## src/rtl/lb_addr_gen.sv

```systemverilog
// Line-buffer write-address generator: beats -> addr/bank/line markers, done after drain.
// Optional word-pair mode (two beats per address) enabled by LB_ADDR_PAIR_EN.
module lb_addr_gen #(
  parameter int LC_BITS       = 20,
  parameter int ADDR_W        = 10,
  parameter int ROW_W         = 8,
  parameter int NUM_BANKS     = 2,
  parameter int EXTRA_LATENCY = 5
) (
  input  logic                         fclk,
  input  logic                         reset_n,
  input  logic                         start,
  input  logic [LC_BITS-1:0]           layer_code,
  input  logic                         valid,
  output logic [ADDR_W-1:0]            addr,
  output logic [$clog2(NUM_BANKS)-1:0] bank,
  output logic                         sel,
  output logic                         wr_en,
  output logic                         line_end,
  output logic                         busy,
  output logic                         done,
  output logic                         err
);

  localparam int BW = $clog2(NUM_BANKS);
  localparam int DW = (EXTRA_LATENCY < 2) ? 1 : $clog2(EXTRA_LATENCY);
  localparam logic [DW-1:0] DRN_LAST =
    DW'((EXTRA_LATENCY > 0) ? EXTRA_LATENCY - 1 : 0);
  localparam logic [BW-1:0] BANK_LAST = BW'(NUM_BANKS - 1);

`ifdef LB_ADDR_PAIR_EN
  localparam bit PAIR = 1'b1;
`else
  localparam bit PAIR = 1'b0;
`endif

  typedef enum logic [1:0] {
    IDLE,
    RUN,
    DRAIN
  } state_e;

  state_e state_q, state_d;

  logic [ADDR_W-1:0] len_q, len_d;
  logic [ROW_W-1:0]  rows_q, rows_d;
  logic [ADDR_W-1:0] col_q, col_d;
  logic [ROW_W-1:0]  row_q, row_d;
  logic [BW-1:0]     bcnt_q, bcnt_d;
  logic [DW-1:0]     drn_q, drn_d;
  logic              half_q, half_d;

  logic [ADDR_W-1:0] addr_q, addr_d;
  logic [BW-1:0]     bank_q, bank_d;
  logic              sel_q, sel_d;
  logic              wr_en_q, wr_en_d;
  logic              line_end_q, line_end_d;
  logic              busy_q, busy_d;
  logic              done_q, done_d;
  logic              err_q, err_d;

  logic [ADDR_W-1:0] len_in;
  logic [ROW_W-1:0]  rows_in;
  logic              adv;
  logic              unused_lc;

  assign len_in    = layer_code[LC_BITS-9 -: ADDR_W];
  assign rows_in   = layer_code[ROW_W-1:0];
  assign unused_lc = ^layer_code;
  // in pair mode only the second half-beat moves the column
  assign adv       = !PAIR || half_q;

  always_comb begin
    state_d    = state_q;
    len_d      = len_q;
    rows_d     = rows_q;
    col_d      = col_q;
    row_d      = row_q;
    bcnt_d     = bcnt_q;
    drn_d      = drn_q;
    half_d     = half_q;
    addr_d     = addr_q;
    bank_d     = bank_q;
    sel_d      = sel_q;
    wr_en_d    = 1'b0;
    line_end_d = 1'b0;
    done_d     = 1'b0;
    err_d      = 1'b0;
    unique case (state_q)
      IDLE: begin
        if (start) begin
          if (len_in != '0 && rows_in != '0) begin
            len_d   = len_in;
            rows_d  = rows_in;
            col_d   = '0;
            row_d   = '0;
            half_d  = 1'b0;
            drn_d   = '0;
            state_d = RUN;
          end else begin
            err_d = 1'b1;
          end
        end
      end
      RUN: begin
        if (valid) begin
          wr_en_d = 1'b1;
          addr_d  = col_q;
          bank_d  = bcnt_q;
          sel_d   = half_q;
          half_d  = PAIR && !half_q;
          if (adv) begin
            if (col_q == len_q - ADDR_W'(1)) begin
              col_d      = '0;
              line_end_d = 1'b1;
              bcnt_d     = (bcnt_q == BANK_LAST) ? '0 : bcnt_q + BW'(1);
              if (row_q == rows_q - ROW_W'(1)) begin
                row_d = '0;
                drn_d = '0;
                if (EXTRA_LATENCY == 0) begin
                  done_d  = 1'b1;
                  state_d = IDLE;
                end else begin
                  state_d = DRAIN;
                end
              end else begin
                row_d = row_q + ROW_W'(1);
              end
            end else begin
              col_d = col_q + ADDR_W'(1);
            end
          end
        end
      end
      DRAIN: begin
        if (drn_q == DRN_LAST) begin
          done_d  = 1'b1;
          state_d = IDLE;
        end else begin
          drn_d = drn_q + DW'(1);
        end
      end
      default: state_d = IDLE;
    endcase
    busy_d = (state_d != IDLE);
  end

  always_ff @(posedge fclk or negedge reset_n) begin
    if (!reset_n) begin
      state_q    <= IDLE;
      len_q      <= '0;
      rows_q     <= '0;
      col_q      <= '0;
      row_q      <= '0;
      bcnt_q     <= '0;
      drn_q      <= '0;
      half_q     <= 1'b0;
      addr_q     <= '0;
      bank_q     <= '0;
      sel_q      <= 1'b0;
      wr_en_q    <= 1'b0;
      line_end_q <= 1'b0;
      busy_q     <= 1'b0;
      done_q     <= 1'b0;
      err_q      <= 1'b0;
    end else begin
      state_q    <= state_d;
      len_q      <= len_d;
      rows_q     <= rows_d;
      col_q      <= col_d;
      row_q      <= row_d;
      bcnt_q     <= bcnt_d;
      drn_q      <= drn_d;
      half_q     <= half_d;
      addr_q     <= addr_d;
      bank_q     <= bank_d;
      sel_q      <= sel_d;
      wr_en_q    <= wr_en_d;
      line_end_q <= line_end_d;
      busy_q     <= busy_d;
      done_q     <= done_d;
      err_q      <= err_d;
    end
  end

  assign addr     = addr_q;
  assign bank     = bank_q;
  assign sel      = sel_q;
  assign wr_en    = wr_en_q;
  assign line_end = line_end_q;
  assign busy     = busy_q;
  assign done     = done_q;
  assign err      = err_q;

endmodule

```

## config.mk

```make
export PLATFORM = sky130hd
export DESIGN_NAME = lb_addr_gen
export DESIGN_NICKNAME = d
export VERILOG_FILES = /design/src/rtl/lb_addr_gen.sv
export SDC_FILE = /design/constraint.sdc
export NUM_CORES = 1
export LEC_CHECK = 0
export BUFFER_PORTS_ARGS = -buffer_cell sky130_fd_sc_hd__buf_4
export CORE_MARGIN = 2
export CORE_UTILIZATION = 40
export CTS_BUF_LIST = sky130_fd_sc_hd__clkbuf_4 sky130_fd_sc_hd__clkbuf_8
export CTS_CLUSTER_DIAMETER = 120
export DETAILED_ROUTE_END_ITERATION = 16
export SLEW_MARGIN = 20
export SYNTH_ARGS = -nofsm -noshare
export SYNTH_HDL_FRONTEND = slang
export SYNTH_SLANG_ARGS = --single-unit
```

## constraint.sdc

```tcl
create_clock -name fclk -period 7.35 [get_ports fclk]
set_input_delay 1.1025 -clock fclk [delete_from_list [all_inputs] [get_ports fclk]]
set_output_delay 1.1025 -clock fclk [all_outputs]
set_load 0.02 [all_outputs]
```

-- Yosys cells after proc, flatten, opt, wreduce, memory -nomap -nowiden
Cells that the tools add are included.
- register bits: 60
- input bits: 24
- word-level logic and storage cells: 86
- $add $sub $neg: 6
- equal/unequal tests: 11
- multiplexer cells: 40
- reduce and logical (&&, ||, !) cells: 13
- operators with widths (operator ; number):
    10-bit two-way mux ; 4
    8-bit two-way mux ; 5
    10-bit one-hot mux with 2 select lines ; 1
    3-bit two-way mux ; 6
    8-bit one-hot mux with 2 select lines ; 1
    1-bit two-way mux ; 14
    2-bit two-way mux ; 6
    2-bit != test, second input constant ; 6
    10-bit by 1-bit adder with 10-bit output, second input constant ; 1
    10-bit equality test ; 1
    10-bit nonzero test ; 1
    10-bit by 1-bit subtractor with 10-bit output, second input constant ; 1
    3-bit one-hot mux with 3 select lines ; 1
    8-bit by 1-bit adder with 8-bit output, second input constant ; 1
    8-bit equality test ; 1
    8-bit nonzero test ; 1
    8-bit by 1-bit subtractor with 8-bit output, second input constant ; 1
    7-bit AND reduction ; 1
    2-bit one-hot mux with 3 select lines ; 1
    3-bit AND reduction ; 2
    5-bit AND reduction ; 1
    4-bit AND reduction ; 1
    2-bit nonzero test ; 2
    3-bit by 1-bit adder with 3-bit output, second input constant ; 1
    9 further kinds ; 9

-- Depth between registers and ports, before layout
Gate-level depths: netlist of the first run.
- depth after elaboration: 7
- depth in mapped cells: 11
- mapped depth without buffers: 9

-- Worst setup path before layout of the first run
OpenSTA, ideal clock, no wires.
- path kind: reg2reg
- from: reg len_q[0]
- to: reg row_q[6]
- arrival time: 2.800 ns
- data required time: 7.272 ns
- path slack: 4.472 ns
- stages on the path, launching flop included: 12
- clock period less this slack: 2.878 ns
- cells stage by stage: dfrtp_1 buf_2 inv_1 ha_1 nor4b_2 xnor2_1 or4_4 a2111oi_4 a21boi_2 buf_6 or4_1 a21oi_1
- word-level cells in the longest chain between the ends: 4
- RTL lines (element ; RTL line ; RTL):
    start: declaration ; 45 ; logic [ADDR_W-1:0] len_q, len_d;
    start signal: assignment ; 168 ; len_q <= len_d;
    10-bit by 1-bit subtractor with 10-bit output ; 113 ; if (col_q == len_q - ADDR_W'(1)) begin
    10-bit equality test ; 113 ;
    2-bit != test (no line) ; n/a ;
    5-bit AND reduction (no line) ; n/a ;
    end signal: assignment ; 171 ; row_q <= row_d;
    end: declaration ; 48 ; logic [ROW_W-1:0] row_q, row_d;
No other way between the ends.
A chain may end at the register's enable or synchronous reset.

-- Final worst setup path of the first run
- from: reg len_q[0]
- to: reg row_q[3]
The elaborated chain is that of the path after synthesis.

==> key figures, run 1 <==
Worst setup path
  • Slowest stage delay, CP: 0.50 ns
  • Crit Path Class: reg2reg
  • Critical Path Sink Type: flip-flop
  • CP arrival: 3.42 ns
  • Crit path required time: 7.55 ns
  • Worst-case reg-to-reg path depth: 9
  • Startpoint types: flip-flop
  • Crit path cell chain: inv_1 > ha_1 > nor4b_2 > xnor2_1 > or4_4 > a2111oi_4 > a41o_2 > nor2b_1 > o21ba_2
  • Max FO, Critical Path: 7
  • Critical Path Slowest Stage Cell: dfrtp_1

Power
  • P_leak: 0.001472 uW
  • Tot Pwr: 1148 uW
  • Pwr dens: 348.2 nW/um^2
  • Max VDD drop: 0.1202 mV

Synthesis
  • Avg Synthesized Cell Area: 9.695 um^2
  • Mapped Nets: 332
  • Syn Std Cell Area: 2928 um^2
  • Async SR Flop Fraction: 100.0%
  • Seq/Total Area, Yosys: 44.44%
  • Distinct cells, synth: 51
  • Cells after synthesis: 302
  • Xor/xnor share of the synthesized area: 7.778%
  • Synth Flop Type: dfrtp_1
  • Largest family of logic cells by synthesized area: simple AND/OR/NAND/NOR gates
  • EDFF count, synth: 0
  • Warnings from Yosys: 0
  • Compound-gate portion of the synthesized area: 12.69%
  • Adder-cell share of the synthesized area: 2.564%
  • Synth Area in Simple Gates: 22.52%
  • Post-synthesis mux area share: 5.684%
  • Yosys reg bits: 52

STA
  • Pins Over Slew Limit: 0
  • # setup viols final: 0
  • F_max: 310.8 MHz
  • RSZ-0062 raised after global routing: false
  • Worst Tran Pin Value: 0.7669 ns
  • Fin crit period: 3.217 ns
  • Final-report hold violation count: 0
  • Fin Hold WS: 0.4712 ns
  • Tcrit/Tclk final: 43.77%
  • Setup Skew: 0.009718 ns
  • Setup TNS: 0 ns
  • Worst Setup Slack, final: 4.133 ns
  • Relative slew slack: 48.87%

Place
  • Dpl ws: 4.103 ns
  • Gpl congestion: 0.8010
  • I/O Buffers: 31
  • DP Wirelength: 4534 um

Clocking
  • Clk slew on worst S/H paths: 0.09 ns
  • H-tree levels: 2
  • Worst-Skew Late Latency: 0.30 ns
  • CTS tree: built
  • Clock tree root driver cell: clkbuf_8
  • CTS Buf Count: 5
  • CTS Buffer Depth: 2
  • PostCTS Resize Cnt: 0
  • Post-CTS Hold Fix Bufs: 0
  • Sink Count: 52
  • # Post-CTS Setup Buffers: 0

Global routing
  • Total gr overflow: 0
  • GRT Overall Usage: 17.06%
  • Vias in the first global route: 2116
  • Largest net degree at the start of global routing: 53
  • Global-route wire length before repair: 10450 um
  • Initial antenna violation count: 0

Final layout
  • Fin nets: 355
  • Most frequent cells in the layout: dfrtp_1, nand2_1, buf_4
  • Area grow syn2layout: 12.61%
  • Diode count: 0
  • Multi-input gate area in the final layout: 1504 um^2
  • Commonest non-fill, non-tap cell in the layout: dfrtp_1
  • FILL cells: 687
  • Register area: 1301 um^2
  • Final design utilization: 45.95%
  • Layout cell share with drive strength beyond 1: 19.63%

Drt
  • Vias per cell: 5.264
  • # DRC: 0
  • DR WL/cell: 14.74 um
  • Antenna Violating Nets Remaining: 0
  • WL final: 6264 um
  • Starting DRC count in detailed routing: 152
  • DR pass1 iterations: 4
  • DR vias: 2237

Floorplan
  • Rows: 31
  • Die Ht: 89.56 um
  • # IOs: 41
  • Die ar.: 8020 um^2
  • Core area: 7176 um^2
  • Starting Density: 40.80%
  • DIE WIDTH: 89.56 um

Flow run
  • Max-capacitance violation count: 0

Worst hold path
  • Hold WC Path Type: reg2reg
  • Hold Path Stages: 1

Status
  • Run status: complete, no violations
==> where the power goes <==
group | internal [uW] | total (uW) | switching (uW) | leakage (uW)
sequential | 368 | 506 | 138 | 0.000666
clock | 84.5 | 178 | 93.9 | 0.0000523
combinational | 226 | 464 | 238 | 0.000754
==> flip-flops by register name, indices dropped and copies added (netlist names), 2 cells and up <==
signal / flops
addr: 10
col_q: 10
len_q: 10
state_q: 2
row_q: 8
drn_q: 3
rows_q: 2
==> layout make-up <==
class,count,share of cell area [%]
clock buffer,8,2.960
inverter,10,1.139
tap,99,3.757
timing repair buffer,31,7.059
multi-input combinational,225,45.62
sequential,52,39.47
==> routing by layer <==
layer	track usage, %	part of all wire (%)
met3	3.324	3.2
met1	24.03	50
met4	4.613	1.7
met2	26.80	45
met5	0	0
==> worst max-delay path: cells and delay by family (launching register included) <==
kind,cells,cell delay (ns)
buffers and inverters,1,0.10
adders and majority gates,1,0.30
DFF,1,0.50
AOI/OAI and AO/OA,3,1.01
and+or+nand+nor,3,1.10
xor gates and xnor gates,1,0.10
==> cells in the mapped netlist, types with 4 or more instances <==
library cell	instances	share of area (%)
o21ai_0	10	1.7
a21oi_1	15	2.6
clkbuf_1	8	1.0
nor3_1	6	1.0
nand2_1	48	6.2
dfrtp_1	52	44
and3_1	5	1.1
ha_1	6	2.6
o211ai_1	4	1.0
nor2_1	12	1.5
mux2_2	13	5.0
nor4_1	5	1.1
xor2_1	14	4.2
inv_1	10	1.3
a31oi_1	7	1.5
xnor2_1	12	3.6
nand2b_1	8	1.7
nand3_1	13	2.2
o31ai_1	5	1.3
==> path summary, 6_finish.rpt <==
check                              start         to  slack [ns]
worst max-delay path            len_q[0]   row_q[3]        4.13
worst min-delay path              bcnt_q     bcnt_q        0.47
worst max register to register  len_q[0]   row_q[3]        4.13
worst min register to register    bcnt_q     bcnt_q        0.47
max in group asynchronous        reset_n    addr[3]        6.07
min in group asynchronous        reset_n  rows_q[0]        0.83
==> stage by stage <==
step | area, um^2 | std cells
2_1_floorplan | 2928 | 302
3_3_place_gp | 3199 | 417
3_5_place_dp | 3199 | 417
4_1_cts | 3297 | 425
5_1_grt | 3297 | 425
6_report | 3297 | 425
==> kinds of logic (layout without fill, tap and decap cells) <==
logic type	count (synthesis)	after routing
buffers and inverters	25	49
AO/OA/AOI/OAI	54	54
multiplexers	15	15
flip-flops	52	52
AND/OR/NAND/NOR	123	123
XOR/XNOR	26	26
adder cells (fa/ha/maj)	6	6
other	1	1
No activity file was read; power rests on OpenSTA's default activity.
==> run 2, diff against run 1 <==
clock period = 2.65 ns   (was 7.35 ns; I/O delays follow)
==> run 2 against run 1 <==
  * Critical endpoint is now row_q[4]
  * Routed wire length is 13% higher
  * Power rose to 3.2 times the previous value
  * Combinational power rose to 3.9 times the previous value
  * The flow now finishes with violations (negative setup slack)
  * Design area increased by 12%
  * Worst setup slack got worse by 4.1 ns
  * Cell count grew 8.5%
==> key figures, run 2 (synthesis results as in run 1) <==
Clocking
  • Clock tree root driver cell: clkbuf_8 (unchanged)
  • Clk slew on worst S/H paths: 0.10 ns (was 0.09 ns)
  • H-tree levels: 2 (unchanged)
  • Worst-Skew Late Latency: 0.31 ns (was 0.30 ns)
  • CTS tree: built (unchanged)
  • CTS Buf Count: 5 (unchanged)
  • CTS Buffer Depth: 2 (unchanged)
  • Sink Count: 52 (unchanged)

STA
  • Pins Over Slew Limit: 0 (unchanged)
  • Tcrit/Tclk final: 100.1% (was 43.77%)
  • Fin crit period: 2.654 ns (was 3.217 ns)
  • Setup Skew: 0.007158 ns (was 0.009718 ns)
  • # setup viols final: 1 (was 0)
  • F_max: 376.8 MHz (was 310.8 MHz)
  • RSZ-0062 raised after global routing: true (was false)
  • Fin Hold WS: 0.1196 ns (was 0.4712 ns)
  • Relative slew slack: 54.38% (was 48.87%)
  • Worst Setup Slack, final: -0.003906 ns (was 4.133 ns)
  • Worst Tran Pin Value: 0.6843 ns (was 0.7669 ns)
  • Final-report hold violation count: 0 (unchanged)

Final layout
  • Fin area: 3701 um^2 (was 3297 um^2)
  • Layout cell share with drive strength beyond 1: 31.77% (was 19.63%)
  • FILL cells: 659 (was 687)
  • Fin nets: 391 (was 355)
  • Most frequent cells in the layout: buf_4, dfrtp_1, nand2_1 (was dfrtp_1, nand2_1, buf_4)
  • Commonest non-fill, non-tap cell in the layout: buf_4 (was dfrtp_1)
  • Area grow syn2layout: 26.41% (was 12.61%)
  • Diode count: 0 (unchanged)

Drt
  • DR vias: 2413 (was 2237)
  • WL final: 7086 um (was 6264 um)
  • # DRC: 0 (unchanged)
  • DR pass1 iterations: 4 (unchanged)
  • Vias per cell: 5.234 (was 5.264)
  • DR WL/cell: 15.37 um (was 14.74 um)
  • Starting DRC count in detailed routing: 197 (was 152)
  • Antenna Violating Nets Remaining: 0 (unchanged)

Worst setup path
  • CP bufs+invs: 1 (unchanged)
  • CP arrival: 2.90 ns (was 3.42 ns)
  • Critical Path Sink Type: flip-flop (unchanged)
  • Critical Path Slowest Stage Cell: or4_4 (was dfrtp_1)
  • Crit Path Class: reg2reg (unchanged)
  • Top delay family on crit path: simple AND/OR/NAND/NOR gates (unchanged)
  • Crit path cell chain: or4_4 > nor4b_4 > xnor2_1 > a2111oi_4 > buf_6 > a21boi_4 > or4_1 > a21oi_2 (was inv_1 > ha_1 > nor4b_2 > xnor2_1 > or4_4 > a2111oi_4 > a41o_2 > nor2b_1 > o21ba_2)
  • Startpoint types: flip-flop (unchanged)
  • Max FO, Critical Path: 6 (was 7)
  • Slowest stage delay, CP: 0.59 ns (was 0.50 ns)
  • Crit path required time: 2.89 ns (was 7.55 ns)

Global routing
  • Vias in the first global route: 2354 (was 2116)
  • Total gr overflow: 0 (unchanged)
  • Initial antenna violation count: 0 (unchanged)
  • Global-route wire length before repair: 11620 um (was 10450 um)
  • GRT Overall Usage: 18.95% (was 17.06%)
  • Largest net degree at the start of global routing: 53 (unchanged)

Place
  • Dpl ws: -0.1423 ns (was 4.103 ns)
  • DP Wirelength: 5034 um (was 4534 um)
  • I/O Buffers: 31 (unchanged)
  • Placed inst area: 3461 um^2 (was 3199 um^2)
  • Gpl congestion: 0.7983 (was 0.8010)

Power
  • P_leak: 0.001685 uW (was 0.001472 uW)
  • Max VDD drop: 0.3736 mV (was 0.1202 mV)
  • P_sw: 1466 uW (was 469.5 uW)
  • P_int: 2238 uW (was 678.3 uW)
  • Logic pwr share: 48.7% (was 40.4%)
  • Switch share: 39.58% (was 40.90%)
  • Pwr dens: 1001 nW/um^2 (was 348.2 nW/um^2)
  • Tot Pwr: 3704 uW (was 1148 uW)
  • Flop pwr share: 35.6% (was 44.1%)
  • Clk pwr share: 15.7% (was 15.5%)

Status
  • Run status: complete, but fails checks (was complete, no violations)
  • Failing checks: negative setup slack

Floorplan
  • DIE WIDTH: 89.56 um (unchanged)
  • Core area: 7176 um^2 (unchanged)
  • Starting Density: 40.80% (unchanged)
  • Die Ht: 89.56 um (unchanged)
  • Die ar.: 8020 um^2 (unchanged)
  • # IOs: 41 (unchanged)
  • Rows: 31 (unchanged)

Flow run
  • Max-capacitance violation count: 0 (unchanged)

Worst hold path
  • Hold WC Path Type: in2async (was reg2reg)
[run 2: cell count changes in the layout (fill, tap and decap cells not counted), sizes merged]
cell / delta
buf: +35
clkbuf: -2
a21boi: +1
bufinv: +1
clkinv: +1
[run 2: area by class of cell]
type	instances	area [um^2]	share of cell area, %
Sequential cell	52	1304	35.23
Clock buffer	6	82.58	2.231
Timing Repair Buffer	66	506.7	13.69
Inverter	10	37.54	1.014
Multi-Input combinational cell	226	1608	43.44
Tap cell	99	123.9	3.347
Clock inverter	2	38.79	1.048
[run 2: metrics by stage]
step	TNS, ns	instances	utilization (%)
global route	-1.271	461	51.58
CTS	-0.03509	462	51.26
global placement	-0.1592	449	48.23
detailed placement	-0.5895	449	48.23
finish	-0.003906	461	51.58
floorplan	-0.02575	302	-
[run 2: what timing repair did]
action | in CTS | in global routing
pin swaps | 7 | 2
gates resized for setup | 14 | 8
setup endpoints to repair | 9 | 22
setup buffers | 4 | 0
hold endpoints to repair | 0 | 0
hold buffers | 0 | 0
gates cloned | 1 | 0
[run 2: power groups by stage]
| stage | Sequential [uW] | Clock (uW) | Combinational (uW) |
|---|---|---|---|
| floorplan | 1290 | 0 | 1160 |
| global placement | 1320 | 0 | 1650 |
| finish | 1320 | 580 | 1800 |
| global route | 1360 | 630 | 2000 |
| detailed placement | 1330 | 0 | 1710 |
| CTS | 1320 | 602 | 1790 |
[run 2: routing by layer]
metal	up-vias	track usage, %	routed length [um]
met5	-	0	0
met4	0	4.749	77
li1	1185	-	-
met3	10	3.786	310
met1	1161	26.73	3390
met2	57	29.88	3307
[run 2: worst paths after layout]
kind / from / end / slack (ns) / cells after the start
worst max-delay path: len_q[3] / row_q[4] / -0.004 / 8
worst min-delay path: reset_n / len_q[8] / 0.12 / 1
worst max register to register: len_q[3] / row_q[4] / -0.004 / 8
worst min register to register: bank / bank / 0.48 / 2
max in group asynchronous: reset_n / len_q[1] / 2.05 / 1
min in group fclk: layer_code[1] / rows_q[1] / 0.33 / 2
==> run 3, diff against run 2 <==
ABC_AREA = 1   (was not set)
==> run 3 against run 2 <==
  * The flow now finishes without violations
  * Area after synthesis up 6.5%
  * Sequential power down 23%
  * Via count up 8.0%
  * Core utilization down 4.9 points
  * Power down 41%
  * Worst setup slack better by 0.46 ns
  * Global-route usage down 2.7 points
  * Design area down 3.6%
  * Combinational power down 68%
  * Flip-flop and latch count unchanged
  * Clock skew down 0.0012 ns
  * Sequential share of layout area up 1.2 points
  * Largest power group is now registers
  * Highest routed layer unchanged
==> key figures, run 3 <==
Status
  • Run status: complete, no violations (was complete, but fails checks)

Worst setup path
  • Crit Path Class: reg2reg (unchanged)
  • Worst-case reg-to-reg path depth: 13 (was 8)
  • Crit path required time: 2.86 ns (was 2.89 ns)
  • Reg2reg start: len_q[1] (was len_q[3])
  • FF-to-FF setup slack: 0.46 ns (was -0.004 ns)
  • Max FO, Critical Path: 16 (was 6)
  • Worst r2r dst: row_q[7] (was row_q[4])
  • Startpoint types: flip-flop (unchanged)
  • Critical Path Sink Type: flip-flop (unchanged)
  • CP arrival: 2.40 ns (was 2.90 ns)

Drt
  • # DRC: 0 (unchanged)
  • Starting DRC count in detailed routing: 122 (was 197)
  • WL final: 6303 um (was 7086 um)
  • DR WL/cell: 11.34 um (was 15.37 um)
  • DR vias: 2605 (was 2413)
  • DR pass1 iterations: 4 (unchanged)
  • Vias per cell: 4.685 (was 5.234)
  • Antenna Violating Nets Remaining: 0 (unchanged)

STA
  • Setup Skew: 0.005912 ns (was 0.007158 ns)
  • Pins Over Slew Limit: 0 (unchanged)
  • Tcrit/Tclk final: 82.62% (was 100.1%)
  • Fin crit period: 2.189 ns (was 2.654 ns)
  • Relative slew slack: 56.25% (was 54.38%)
  • Setup TNS: 0 ns (was -0.003906 ns)
  • # setup viols final: 0 (was 1)
  • Final-report hold violation count: 0 (unchanged)
  • F_max: 456.7 MHz (was 376.8 MHz)
  • RSZ-0062 raised after global routing: false (was true)
  • Worst Tran Pin Value: 0.6562 ns (was 0.6843 ns)

Synthesis
  • Cells after synthesis: 420 (was 302)
  • Seq/Total Area, Yosys: 41.75% (was 44.44%)
  • Top cell types by occurrence after synthesis: nand2_1, dfrtp_1, inv_1, nor2_1, nand3_1 (was dfrtp_1, nand2_1, a21oi_1, xor2_1)
  • Synth Flop Type: dfrtp_1 (unchanged)
  • Top-count cell post-synth: nand2_1 (was dfrtp_1)
  • Largest cells by area after synthesis: dfrtp_1, nand2_1, inv_1 (was dfrtp_1, nand2_1, mux2_2)
  • Adder-cell share of the synthesized area: 2.409% (was 2.564%)
  • Yosys reg bits: 52 (unchanged)
  • Largest area contributor in the netlist: dfrtp_1 (unchanged)
  • Warnings from Yosys: 0 (unchanged)
  • EDFF count, synth: 0 (unchanged)
  • Compound-gate portion of the synthesized area: 9.153% (was 12.69%)
  • Distinct cells, synth: 31 (was 51)
  • Avg Synthesized Cell Area: 7.421 um^2 (was 9.695 um^2)
  • Yosys top cell area share: 41.75% (was 44.44%)
  • Async SR Flop Fraction: 100.0% (unchanged)
  • Synth Area in Simple Gates: 32.12% (was 22.52%)
  • Post-synthesis mux area share: 0% (was 5.684%)
  • Largest family of logic cells by synthesized area: simple AND/OR/NAND/NOR gates (unchanged)
  • Syn Std Cell Area: 3117 um^2 (was 2928 um^2)
  • Mapped Nets: 450 (was 332)
  • Xor/xnor share of the synthesized area: 5.620% (was 7.778%)

Final layout
  • Diode count: 0 (unchanged)
  • Commonest non-fill, non-tap cell in the layout: nand2_1 (was buf_4)
  • Layout cell share with drive strength beyond 1: 17.18% (was 31.77%)
  • Fin nets: 483 (was 391)
  • FILL cells: 802 (was 659)
  • Most frequent cells in the layout: nand2_1, dfrtp_1, inv_1 (was buf_4, dfrtp_1, nand2_1)
  • Final cell count without fillers: 556 (was 461)
  • Area grow syn2layout: 14.49% (was 26.41%)

Clocking
  • Clock tree root driver cell: clkbuf_8 (unchanged)
  • Sink Count: 52 (unchanged)
  • Clk slew on worst S/H paths: 0.10 ns (about the same)
  • PostCTS Resize Cnt: 0 (was 14)
  • CTS Buffer Depth: 2 (unchanged)
  • # Post-CTS Setup Buffers: 0 (was 4)
  • Post-CTS Hold Fix Bufs: 0 (unchanged)
  • Worst-Skew Late Latency: 0.32 ns (was 0.31 ns)
  • CTS Buf Count: 5 (unchanged)
  • CTS tree: built (unchanged)
  • H-tree levels: 2 (unchanged)

Global routing
  • Largest net degree at the start of global routing: 53 (unchanged)
  • Global-route wire length before repair: 11200 um (was 11620 um)
  • Vias in the first global route: 2487 (was 2354)
  • Total gr overflow: 0 (unchanged)
  • Initial antenna violation count: 0 (unchanged)
  • GRT Overall Usage: 16.27% (was 18.95%)

Floorplan
  • Die Ht: 92.27 um (was 89.56 um)
  • Core area: 7647 um^2 (was 7176 um^2)
  • DIE WIDTH: 92.27 um (was 89.56 um)
  • Rows: 32 (was 31)
  • Starting Density: 40.76% (was 40.80%)
  • Die ar.: 8514 um^2 (was 8020 um^2)
  • # IOs: 41 (unchanged)

Worst hold path
  • Hold WC Path Type: in2async (unchanged)

Power
  • Max VDD drop: 0.2607 mV (was 0.3736 mV)
  • Pwr dens: 609.9 nW/um^2 (was 1001 nW/um^2)
  • P_leak: 0.001823 uW (was 0.001685 uW)

Place
  • Gpl congestion: 0.8367 (was 0.7983)
  • DP Wirelength: 4796 um (was 5034 um)
  • I/O Buffers: 31 (unchanged)
  • Placed cells: 548 (was 449)

Flow run
  • Max-capacitance violation count: 0 (unchanged)
run 3: worst max-delay path by stage:
stage / startpoint / to
global route: len_q[1] / row_q[3]
finish: len_q[1] / row_q[7]
global placement: len_q[1] / row_q[1]
CTS: len_q[1] / row_q[1]
detailed placement: len_q[1] / row_q[2]
floorplan: len_q[0] / row_q[6]
run 3: final cells by class:
class	instances	area, um^2	share of cell area, %
repair buffers	36	270.3	7.574
well taps	102	127.6	3.576
clock buffers	6	76.32	2.139
flip-flops and latches	52	1301	36.47
inverters	57	214.0	5.996
clock inverters	2	38.79	1.087
multi-input cells	301	1540	43.16
run 3: logic make-up after synthesis:
group           Yosys count
xor+xnor                 20
buf+inv                  67
flops                    52
fa+ha+maj                 6
other cells               1
compound gates           47
simple gates            227
run 3: per-layer routing:
metal	track usage (%)	wire [um]
met5	0	0
met1	22.94	3190
met3	2.465	218
met2	25.92	2818
met4	4.851	76
run 3: stage by stage:
stage | utilization, % | hold slack (ns) | instance area (um^2) | setup slack (ns) | total power [uW]
5_1_grt | 46.66 | 0.1645 | 3568 | 0.1684 | 2317
3_3_place_gp | 45.16 | 0.4560 | 3453 | 0.4272 | 1605
2_1_floorplan | - | 0.1019 | 3117 | 0.6737 | 1427
4_1_cts | 46.66 | 0.1352 | 3568 | 0.4065 | 2200
6_report | 46.66 | 0.09862 | 3568 | 0.4605 | 2176
3_5_place_dp | 45.16 | 0.4606 | 3453 | 0.4159 | 1623
run 3: critical path, stage by stage, from the launching register on:
cell	delay (ns)
dfrtp_1	0.44
inv_1	0.12
ha_1	0.32
nand2_2	0.11
nor2_1	0.13
nand3_1	0.11
nand3_1	0.08
nand2_1	0.06
nor2_2	0.15
nand3_4	0.14
nand2_4	0.11
nand2_4	0.15
nand2_1	0.11
o21ai_2	0.05
run 3: power breakdown:
group          internal [uW]  switching (uW)
logic                    237             339
clock network            296             279
registers                903             122
